===== src/rtl/fft_sample_loader.sv =====
// fft_sample_loader: feeds unsigned ADC samples into FFT RAM 0 as complex
// Q1.15 words at bit-reversed (or natural) addresses, kicks off the transform
// once a frame is complete, then waits for the result to be drained before
// accepting the next frame.
module fft_sample_loader #(
    parameter int N            = 64,
    parameter int ADC_W        = 12,
    parameter int BIT_REVERSE  = 1,
    parameter int DRAIN_CYCLES = 128
) (
    input  logic                   clk,
    input  logic                   reset,
    input  logic [ADC_W-1:0]       sample_in,
    input  logic                   sample_valid,
    output logic                   sample_ready,
    output logic                   fft_load,
    output logic [$clog2(N)-1:0]   fft_load_address,
    output logic [31:0]            fft_data,
    output logic                   fft_start,
    input  logic                   fft_done,
    output logic                   frame_done,
    output logic                   busy
);

    localparam int AW = $clog2(N);
    localparam int DW = $clog2(DRAIN_CYCLES + 1);
    localparam logic [AW-1:0] LAST_SAMPLE = AW'(N - 1);
    localparam logic [DW-1:0] LAST_DRAIN  = DW'(DRAIN_CYCLES - 1);
    localparam logic [ADC_W-1:0] SIGN_FLIP = ADC_W'(1) << (ADC_W - 1);

    typedef enum logic [1:0] {
        FILL,
        START,
        WAIT_DONE,
        DRAIN
    } state_t;

    state_t          state_q, state_d;
    logic [AW-1:0]   sampleCount_q, sampleCount_d;
    logic [DW-1:0]   drainCount_q, drainCount_d;
    logic            seenLow_q, seenLow_d;
    logic            ready_q, ready_d;
    logic            load_q, load_d;
    logic [AW-1:0]   addr_q, addr_d;
    logic [31:0]     data_q, data_d;
    logic            start_q, start_d;

    logic [ADC_W-1:0] sampleSigned;
    logic [15:0]      sampleRe;

    // Maps a sample index to its RAM address; reversal lets the FFT run in place
    function automatic logic [AW-1:0] addrOf(input logic [AW-1:0] k);
        logic [AW-1:0] r;
        r = k;
        if (BIT_REVERSE != 0) begin
            for (int i = 0; i < AW; i++) begin
                r[i] = k[AW-1-i];
            end
        end
        return r;
    endfunction

    // Offset-binary to two's complement is just an MSB flip; then left-justify into Q1.15
    assign sampleSigned = sample_in ^ SIGN_FLIP;
    assign sampleRe     = 16'(sampleSigned) << (16 - ADC_W);

    // Next-state and registered-output logic for the frame sequencing FSM
    always_comb begin
        state_d       = state_q;
        sampleCount_d = sampleCount_q;
        drainCount_d  = drainCount_q;
        seenLow_d     = seenLow_q;
        load_d        = 1'b0;
        addr_d        = addr_q;
        data_d        = data_q;
        start_d       = 1'b0;
        case (state_q)
            FILL: begin
                if (sample_valid && ready_q) begin
                    load_d = 1'b1;
                    addr_d = addrOf(sampleCount_q);
                    data_d = {sampleRe, 16'h0000};
                    if (sampleCount_q == LAST_SAMPLE) begin
                        state_d = START;
                    end else begin
                        sampleCount_d = sampleCount_q + AW'(1);
                    end
                end
            end
            START: begin
                start_d   = 1'b1;
                seenLow_d = 1'b0;
                state_d   = WAIT_DONE;
            end
            WAIT_DONE: begin
                if (!fft_done) begin
                    seenLow_d = 1'b1;
                end else if (seenLow_q) begin
                    state_d      = DRAIN;
                    drainCount_d = '0;
                end
            end
            DRAIN: begin
                drainCount_d = drainCount_q + DW'(1);
                if (drainCount_q == LAST_DRAIN) begin
                    state_d       = FILL;
                    sampleCount_d = '0;
                    drainCount_d  = '0;
                end
            end
            default: begin
                state_d = FILL;
            end
        endcase
        ready_d = (state_d == FILL);
    end

    // State and output registers; reset abandons any partial frame
    always_ff @(posedge clk or posedge reset) begin
        if (reset) begin
            state_q       <= FILL;
            sampleCount_q <= '0;
            drainCount_q  <= '0;
            seenLow_q     <= 1'b0;
            ready_q       <= 1'b0;
            load_q        <= 1'b0;
            addr_q        <= '0;
            data_q        <= '0;
            start_q       <= 1'b0;
        end else begin
            state_q       <= state_d;
            sampleCount_q <= sampleCount_d;
            drainCount_q  <= drainCount_d;
            seenLow_q     <= seenLow_d;
            ready_q       <= ready_d;
            load_q        <= load_d;
            addr_q        <= addr_d;
            data_q        <= data_d;
            start_q       <= start_d;
        end
    end

    assign sample_ready     = ready_q;
    assign fft_load         = load_q;
    assign fft_load_address = addr_q;
    assign fft_data         = data_q;
    assign fft_start        = start_q;
    assign frame_done       = (state_q == DRAIN) && (drainCount_q == LAST_DRAIN);
    assign busy             = (state_q != FILL);

endmodule


===== config.mk =====
export PLATFORM = sky130hd
export DESIGN_NAME = fft_sample_loader
export DESIGN_NICKNAME = d
export VERILOG_FILES = /design/src/rtl/fft_sample_loader.sv
export SDC_FILE = /design/constraint.sdc
export NUM_CORES = 1
export LEC_CHECK = 0
export CELL_PAD_IN_SITES_DETAIL_PLACEMENT = 2
export CELL_PAD_IN_SITES_GLOBAL_PLACEMENT = 2
export CORE_ASPECT_RATIO = 0.6
export CORE_MARGIN = 2
export CORE_UTILIZATION = 27
export CTS_CLUSTER_SIZE = 10
export DETAILED_ROUTE_END_ITERATION = 16
export PLACE_DENSITY = 0.82
export SYNTH_ARGS = -nofsm -noshare
export SYNTH_HDL_FRONTEND = slang
export SYNTH_SLANG_ARGS = --single-unit
export TNS_END_PERCENT = 30

===== constraint.sdc =====
create_clock -name clk -period 1.67 [get_ports clk]
set_input_delay 0.167 -clock clk [delete_from_list [all_inputs] [get_ports clk]]
set_output_delay 0.167 -clock clk [all_outputs]
set_load 0.03 [all_outputs]

---- Yosys cells after proc, flatten, opt, wreduce, memory -nomap -nowiden ----
Index checks and enable logic that the tools add are counted.
operators by class
  add/sub/neg operators ................... 2
  equal/unequal tests ..................... 11
  mux-type cells .......................... 19
  bitwise logic cells ..................... 1
  reduce and logical (&&, ||, !) cells .... 12
operator list
  operator             number
  $mux 8               3
  $mux 6               3
  $pmux 8 s2           1
  $ne 2x2->1 const B   6
  $pmux 6 s2           1
  $mux 2               5
  $add 8x1->8 const B  1
  $eq 8x7->1 const B   1
  $pmux 2 s4           1
  $reduce_bool 2->1    4
  $add 6x1->6 const B  1
  $eq 6x6->1 const B   1
  $eq 2x2->1 const B   2
  $logic_not 2->1      2
  $mux 1               4
  $reduce_and 2->1     2
  $reduce_and 4->1     1
  $reduce_and 3->1     1
  $eq 2x1->1 const B   1
  $logic_and 1x1->1    2
  $pmux 1 s2           1
  $not 1->1            1
word-level totals
  register bits ........................... 38
  input port bits ......................... 16
  output and inout bits ................... 43
  logic and storage cells ................. 54

---- Logic depth before layout (Yosys ltp) ----
  word-level depth ........................ 5
  mapped depth ............................ 8
  gate-level depth less buffers ........... 5

---- Worst setup path before layout ----
No wires, ideal clock.
  path kind ............................... flip-flop to flip-flop
  start point ............................. reg state_q[0]
  end point ............................... reg sampleCount_q[3]
  setup time .............................. 0.124 ns
  arrival time ............................ 1.555 ns
  path slack .............................. -0.009 ns
  stages on the path, launching flop included .. 6
  path buffers ............................ 1
  period minus slack after synthesis ...... 1.679 ns
  cells stage by stage .................... dfrtp_1 buf_2 nand2_2 nor4_4 nor2_2 a211o_1
between the ends
  word-level cells in the longest chain between the ends .. 3
  elaborated cells between the ends (all ways) .. 8
ends and longest elaborated chain
  element                                                           RTL line  RTL
  start, declared                                                   38        state_t state_q, state_d;
  start signal, assigned                                            131       state_q <= state_d;
  $eq 2x2->1 / $logic_not 2->1 (equally long branches)              77        case (state_q)
  $ne 2x2->1 (no line) / $reduce_bool 2->1 (equally long branches)  -
  $reduce_and 4->1 (no line)                                        -
  end signal, assigned                                              132       sampleCount_q <= sampleCount_d;
  end, declared                                                     39        logic [AW-1:0] sampleCount_q, sampleCount_d;
Several ways; a longest one is shown, not always the timed one.
A chain may end at the register's enable or synchronous reset.

---- Worst setup path in the final report ----
  start point ............................. reg drainCount_q[1]
  end point ............................... out frame_done
between the ends
  word-level cells in the longest chain between the ends .. 2
ends and longest elaborated chain
  element                 RTL line  RTL
  start, declared         40        logic [DW-1:0] drainCount_q, drainCount_d;
  start signal, assigned  133       drainCount_q <= drainCount_d;
  $eq 8x7->1              148       assign frame_done = (state_q == DRAIN) && (drainCount_q == LAST_DRAIN);
  $logic_and 1x1->1       148
  end, declared           21        output logic frame_done,
No other way between the ends.

==> out/qor.yml <==
clk_latency_ns: 0.28
leakage_nw: 1.27
place_area_um2: 2360
fin_crit_sh_pct: 103
core_area_um2: 6650
final_area_um2: 2560
cp-end-kind: "output port"
critPathArrivalTime_ns: 1.55
worstHoldPathType: "in2async"
portBuffers: 38
cts_tree: "done"
gp_congestion: 0.728
grt-ovfl-total: 0
drt_iter0_markers: 35
grt_pass1_wl_mm: 8.00
worst_slack_ns: -0.0494
numCtsBuffers: 5
setup_violations: 1
grt_start_max_net_pins: 39
pre_cts_slack_ns: -0.0784
netlist_top_cells_area: "dfrtp_1 52%, nand2_1 13%, buf_4 9.0%"
dp.cells: 330
worstMarginPinSlew_ns: 0.510
clock.fmax_mhz: 582
seq_area_frac_synth_pct: 51.7
fp.dieH_um: 68.0
finalNonFillerCells: 340
p_total_mw: 2.61
r2r_setup_slack_ns: 0.03
violations: "negative setup slack"
n_fill_cell: 754
power.density_nw_per_um2: 1020
drt-pass1-iter-count: 4
synth_flop_cell: "dfrtp_1"
cts_sinks: 38
synth_top_area_share_pct: 51.7
synth_edf_count: 0
synthArstFlopShare_pct: 100
maxCapViolCount: 0
crit_start: "drainCount_q[1]"
whs_ns: 0.315
drive_above_1_share_pct: 16.6
syn_to_final_growth_pct: 39.2
skew_ns: 0.00370
synth_top_area_cell: "dfrtp_1"
yosysMostFrequentCell: "nand2_1"
r2r-start: "sampleCount_q[0]"
fin_util_pct: 38.5
num_rows: 23
ys_warn_count: 0
via_count: 1501
syn_area_per_cell_um2: 9.44
drc: 0
grt_pass1_vias: 1594
synth_seq_cells: 38
crit_fanout: 3
grtUsageTotal_pct: 13.8
cts_buffer_depth: 2
synth_cell_types: 35
ios: 59
ctsRootBufferMaster: "clkbuf_16"
worst-endpoint-required_ns: 1.50
ys_top_cells_by_count: "62 x nand2_1, 38 x dfrtp_1, 22 x buf_4, 9 x nor2_1, 8 x o21ai_0"
grt_setup_unrepaired: "yes"
setup_tns_ns: -0.0494
slew_viol_final: 0
path_class: "reg2out"
antenna_left: 0
r2r_end: "sampleCount_q[5]"
vias_per_cell: 4.41
start_util_pct: 27.7
period_needed_ns: 1.72
status: "complete, but fails checks"
layout.nets: 270
reg2reg_depth: 5
dp_hpwl_mm: 3.61
path_clk_slew_ns: 0.06
worstSetupEndpoint: "frame_done"
synthCells: 195
slew_headroom_pct: 66.0
wl_per_cell_um: 13.9
hold_violations: 0
die_w_um: 111
cts_hold_buf: 0
cts_htree_levels: 2
n_antenna_cell: 0
cp-start-kind: "register"
drt_wl_total_mm: 4.74
netlist_area_um2: 1840
ir_worst_vdd_v: 0.000418
antenna_found_initial: 0
die_area_um2: 7520
[cell type report]
type	count	area [µm²]	area share, %
Sequential cell	38	952	37.2
Multi-Input combinational cell	145	781	30.5
Timing Repair Buffer	58	543	21.2
Clock buffer	7	133	5.18
Tap cell	87	109	4.25
Clock inverter	1	30.0	1.17
Inverter	4	15.0	0.586
[cell usage in the layout, fill, tap and decap left out, types with 3 or more instances in the layout]
cell type	synthesis	routed
nor2_1	9	9
a22o_1	4	4
buf_4	22	19
nor3_1	5	5
nand3_1	4	4
xor2_1	3	3
clkbuf_16	0	5
inv_1	4	4
nand2_1	62	61
dfrtp_1	38	37
clkdlybuf4s50_1	0	36
conb_1	1	20
o21ai_0	8	8
[critical path, cell delays in order, from the launching register on]
cell	delay (ns)
dfrtp_1	0.37
ha_2	0.21
nand2_2	0.07
buf_6	0.13
nor4_4	0.19
buf_4	0.19
buf_12	0.11
[layer usage]
layer,routed length (µm),track usage (%)
met4,55,4.69
met5,0,0
met2,2110,21.7
met3,210,3.90
met1,2360,18.5
[what timing repair did]
action / 4_1_cts / 5_1_grt
resized for setup: 3 / 4
pin swaps: 0 / 1
endpoints found under the setup margin: 3 / 15
gates cloned: 0 / 0
setup buffers: 0 / 2
endpoints found under the hold margin: 0 / 0
[power breakdown]
| part | total (mW) | leakage [nW] | switching [mW] | internal, mW |
|---|---|---|---|---|
| Clock | 1.07 | 0.0781 | 0.363 | 0.706 |
| Combinational | 0.474 | 0.687 | 0.250 | 0.224 |
| Sequential | 1.07 | 0.507 | 0.0732 | 0.996 |
| Total | 2.61 | 1.27 | 0.686 | 1.93 |
[sequential cells by signal, indices dropped and copies added (netlist names)]
name,flops
sampleCount_q,6
fft_load_address,6
drainCount_q,8
fft_data,12
fft_load,1
state_q,2
fft_start,1
seenLow_q,1
sample_ready,1
[logic make-up (layout without fill, tap and decap cells)]
group | count (synthesis) | count (layout) | share of synthesized area [%]
AOI/OAI and AO/OA | 21 | 21 | 9.04
muxes | 1 | 1 | 0.612
DFF | 38 | 38 | 51.7
adders and majority gates | 2 | 2 | 1.36
buffers and inverters | 31 | 70 | 11.0
other | 1 | 20 | 0.204
and+or+nand+nor | 96 | 96 | 23.7
xor gates and xnor gates | 5 | 5 | 2.38
[how the worst min path moves through the flow]
stage,from,end,slack [ns],cells after the start
finish,reset,seenLow_q,0.31,3
global route,reset,fft_start,0.36,3
CTS,reset,fft_start,0.34,3
detailed placement,fft_data[27],fft_data[27],0.47,2
global placement,fft_data[25],fft_data[25],0.47,2
floorplan,sample_in[0],fft_data[20],0.27,2
Note: power is estimated with default switching activity, not from simulation.
==> edit: new RTL, same settings <==
Change the parameter `BIT_REVERSE` from 1 to 0.
--- a/src/rtl/fft_sample_loader.sv
+++ b/src/rtl/fft_sample_loader.sv
@@ -5,7 +5,7 @@
 module fft_sample_loader #(
     parameter int N            = 64,
     parameter int ADC_W        = 12,
-    parameter int BIT_REVERSE  = 1,
+    parameter int BIT_REVERSE  = 0,
     parameter int DRAIN_CYCLES = 128
 ) (
     input  logic                   clk,
Formal check against the unedited RTL: not equivalent (a bounded check fails within 4 cycles, from zero or initial values and one cycle with reset high).
==> edit against the unedited design <==
The run still ends with negative setup slack left. Routed wire length rose by 15%. Design area fell by 1.2%. Area after synthesis fell by 1.8%. Setup slack improved by 0.038 ns. Cell count rose by 0.29%. Sequential cell count did not move. Critical path depth fell by 2. Power fell by 15%. Via count fell by 0.47%. Worst hold slack got worse by 0.021 ns.
==> edit: results (changes against the unedited design) <==
\begin{tabular}{lr}
\hline
Metric & Value \\
\hline
\multicolumn{2}{l}{\textbf{Run status}} \\
\quad Result of the run & finished, violations left \\
\quad Failing checks & negative setup slack \\
\multicolumn{2}{l}{\textbf{Worst setup path}} \\
\quad Worst Reg-to-Reg Cells & 6 (+1) \\
\quad Worst reg2reg startpoint & sampleCount\_q[1]\$\_DFFE\_PP0P\_ \\
\quad Crit-path max FO & 7 (+4) \\
\quad Register-to-register setup slack & 0.07 ns (+0.04 ns) \\
\quad Terminus of the critical flop-to-flop path & sampleCount\_q[3]\$\_DFFE\_PP0P\_ \\
\multicolumn{2}{l}{\textbf{Detailed routing}} \\
\quad Met2 Wirelength & 2720 µm (+29\%) \\
\quad Detailed-route wire length & 5440 µm (+15\%) \\
\quad Iter 0 DRT Violations & 41 (+17\%) \\
\multicolumn{2}{l}{\textbf{STA}} \\
\quad Clock Skews & 0.00704 ns (+0.00334 ns) \\
\quad Number of setup violations in the final report & 1 (unchanged) \\
\quad Slew headroom & 65.6\% (-0.35 points) \\
\quad Worst-case setup margin in the final layout & -0.0114 ns (+0.0381 ns) \\
\quad Worst Hold Slack & 0.294 ns (-0.0206 ns) \\
\multicolumn{2}{l}{\textbf{Global routing}} \\
\quad Global routing met3 resource utilization & 4.15\% (+0.25 points) \\
\quad Number of global-route vias before repair & 1576 (-1.1\%) \\
\quad Global-route wire length before repair & 8180 µm (+2.1\%) \\
\quad GRT met2 Usage & 24.8\% (+3.1 points) \\
\quad Met1 Track Usage GR & 19.5\% (+0.96 points) \\
\multicolumn{2}{l}{\textbf{CTS}} \\
\quad Register clock-pin slew on the reported worst setup and hold paths & 0.08 ns (+0.02 ns) \\
\quad Clock insertion delay at the later pin of the skew report & 0.30 ns (+0.02 ns) \\
\quad Root buffer cell & sky130\_fd\_sc\_hd\_\_clkbuf\_8 \\
\multicolumn{2}{l}{\textbf{Synth}} \\
\quad Sequential area share after synthesis & 52.6\% (+0.93 points) \\
\quad Most used standard cells in the synthesized netlist & 59 x sky130\_fd\_sc\_hd\_\_nand2\_1, 38 x sky130\_fd\_sc\_hd\_\_dfrtp\_1, 20 x sky130\_fd\_sc\_hd\_\_buf\_4 \\
\quad Top cells by area, synth & sky130\_fd\_sc\_hd\_\_dfrtp\_1 53\%, sky130\_fd\_sc\_hd\_\_nand2\_1 12\%, sky130\_fd\_sc\_hd\_\_buf\_4 8.3\% \\
\multicolumn{2}{l}{\textbf{Cells and area}} \\
\quad Fillcell total & 721 (-4.4\%) \\
\quad Layout cell share with drive strength beyond 1 & 18.1\% (+1.5 points) \\
\multicolumn{2}{l}{\textbf{Power and ir drop}} \\
\quad Leakage power summed over all cells & 0.00126 µW (-0.82\%) \\
\quad Maximum ir drop on the vdd rail & 253 µV (-40\%) \\
\multicolumn{2}{l}{\textbf{Place}} \\
\quad Worst setup slack after placement & -0.00486 ns (+0.0735 ns) \\
\hline
\end{tabular}
## edit: cell types whose count changed after synthesis, moves of 2 or more
cell                       delta
sky130_fd_sc_hd__nand2_1      -3
sky130_fd_sc_hd__buf_4        -2
sky130_fd_sc_hd__buf_1        -2
sky130_fd_sc_hd__and3_1       +2
sky130_fd_sc_hd__o21ai_0      -2
sky130_fd_sc_hd__clkbuf_1     +2
sky130_fd_sc_hd__nand3_1      +3
## edit: worst max-delay path, cell delays in order (launching register included)
cell	delay [ns]
sky130_fd_sc_hd__dfrtp_2	0.47
sky130_fd_sc_hd__nand2_4	0.11
sky130_fd_sc_hd__nor4_4	0.32
sky130_fd_sc_hd__buf_4	0.18
sky130_fd_sc_hd__buf_6	0.12
## edit: kinds of logic (layout without fill, tap and decap cells)
kind of cell | after synthesis | in the layout | share of synthesized area [%]
simple gates | 98 | 98 | 24.8
flops | 38 | 38 | 52.6
buf+inv | 28 | 72 | 10.2
compound gates | 18 | 18 | 7.82
xor+xnor | 5 | 5 | 2.42
fa+ha+maj | 2 | 2 | 1.38
other cells | 1 | 20 | 0.207
mux | 1 | 1 | 0.623
## edit: what timing repair did
item,4_1_cts,5_1_grt
buffers inserted,4,5
endpoints found under the setup margin,4,23
pin swaps,2,2
resized for setup,8,7
hold buffers,0,0
## edit: per-stage QoR
stage,instances,instance area (µm²),TNS [ns]
after CTS,336,2460,-0.132
after global placement,325,2320,0
after global routing,341,2530,-0.0702
final,341,2530,-0.0114
after floorplan,210,1880,-0.0838
after detailed placement,325,2320,-0.00486
## edit: final cells by class
cell class,instances,area (µm²),area share [%]
Timing Repair Buffer,61,563,22.2
Clock buffer,7,86.3,3.41
Sequential cell,38,953,37.6
Inverter,3,11.3,0.445
Tap cell,87,109,4.30
Multi-Input combinational cell,144,805,31.8
Clock inverter,1,5.00,0.198
## edit: report_power, final
| group | internal, µW | leakage (µW) | switching (µW) | total (µW) |
|---|---|---|---|---|
| combinational | 227 | 0.000707 | 256 | 483 |
| clock | 333 | 0.0000482 | 338 | 671 |
| sequential | 995 | 0.000507 | 79.2 | 1070 |
## edit: worst max-delay path by stage
stage	startpoint	end	slack (ns)	depth (start not counted)
2_1_floorplan	drainCount_q[0]$_DFFE_PP0P_	sampleCount_q[3]$_DFFE_PP0P_	-0.04	5
3_3_place_gp	sample_valid	sample_ready$_DFF_PP0_	0.08	7
3_5_place_dp	sampleCount_q[1]$_DFFE_PP0P_	sampleCount_q[3]$_DFFE_PP0P_	-0.005	5
4_1_cts	drainCount_q[1]$_DFFE_PP0P_	frame_done	-0.13	5
5_1_grt	state_q[1]$_DFF_PP0_	frame_done	-0.07	4
6_report	state_q[1]$_DFF_PP0_	frame_done	-0.01	4
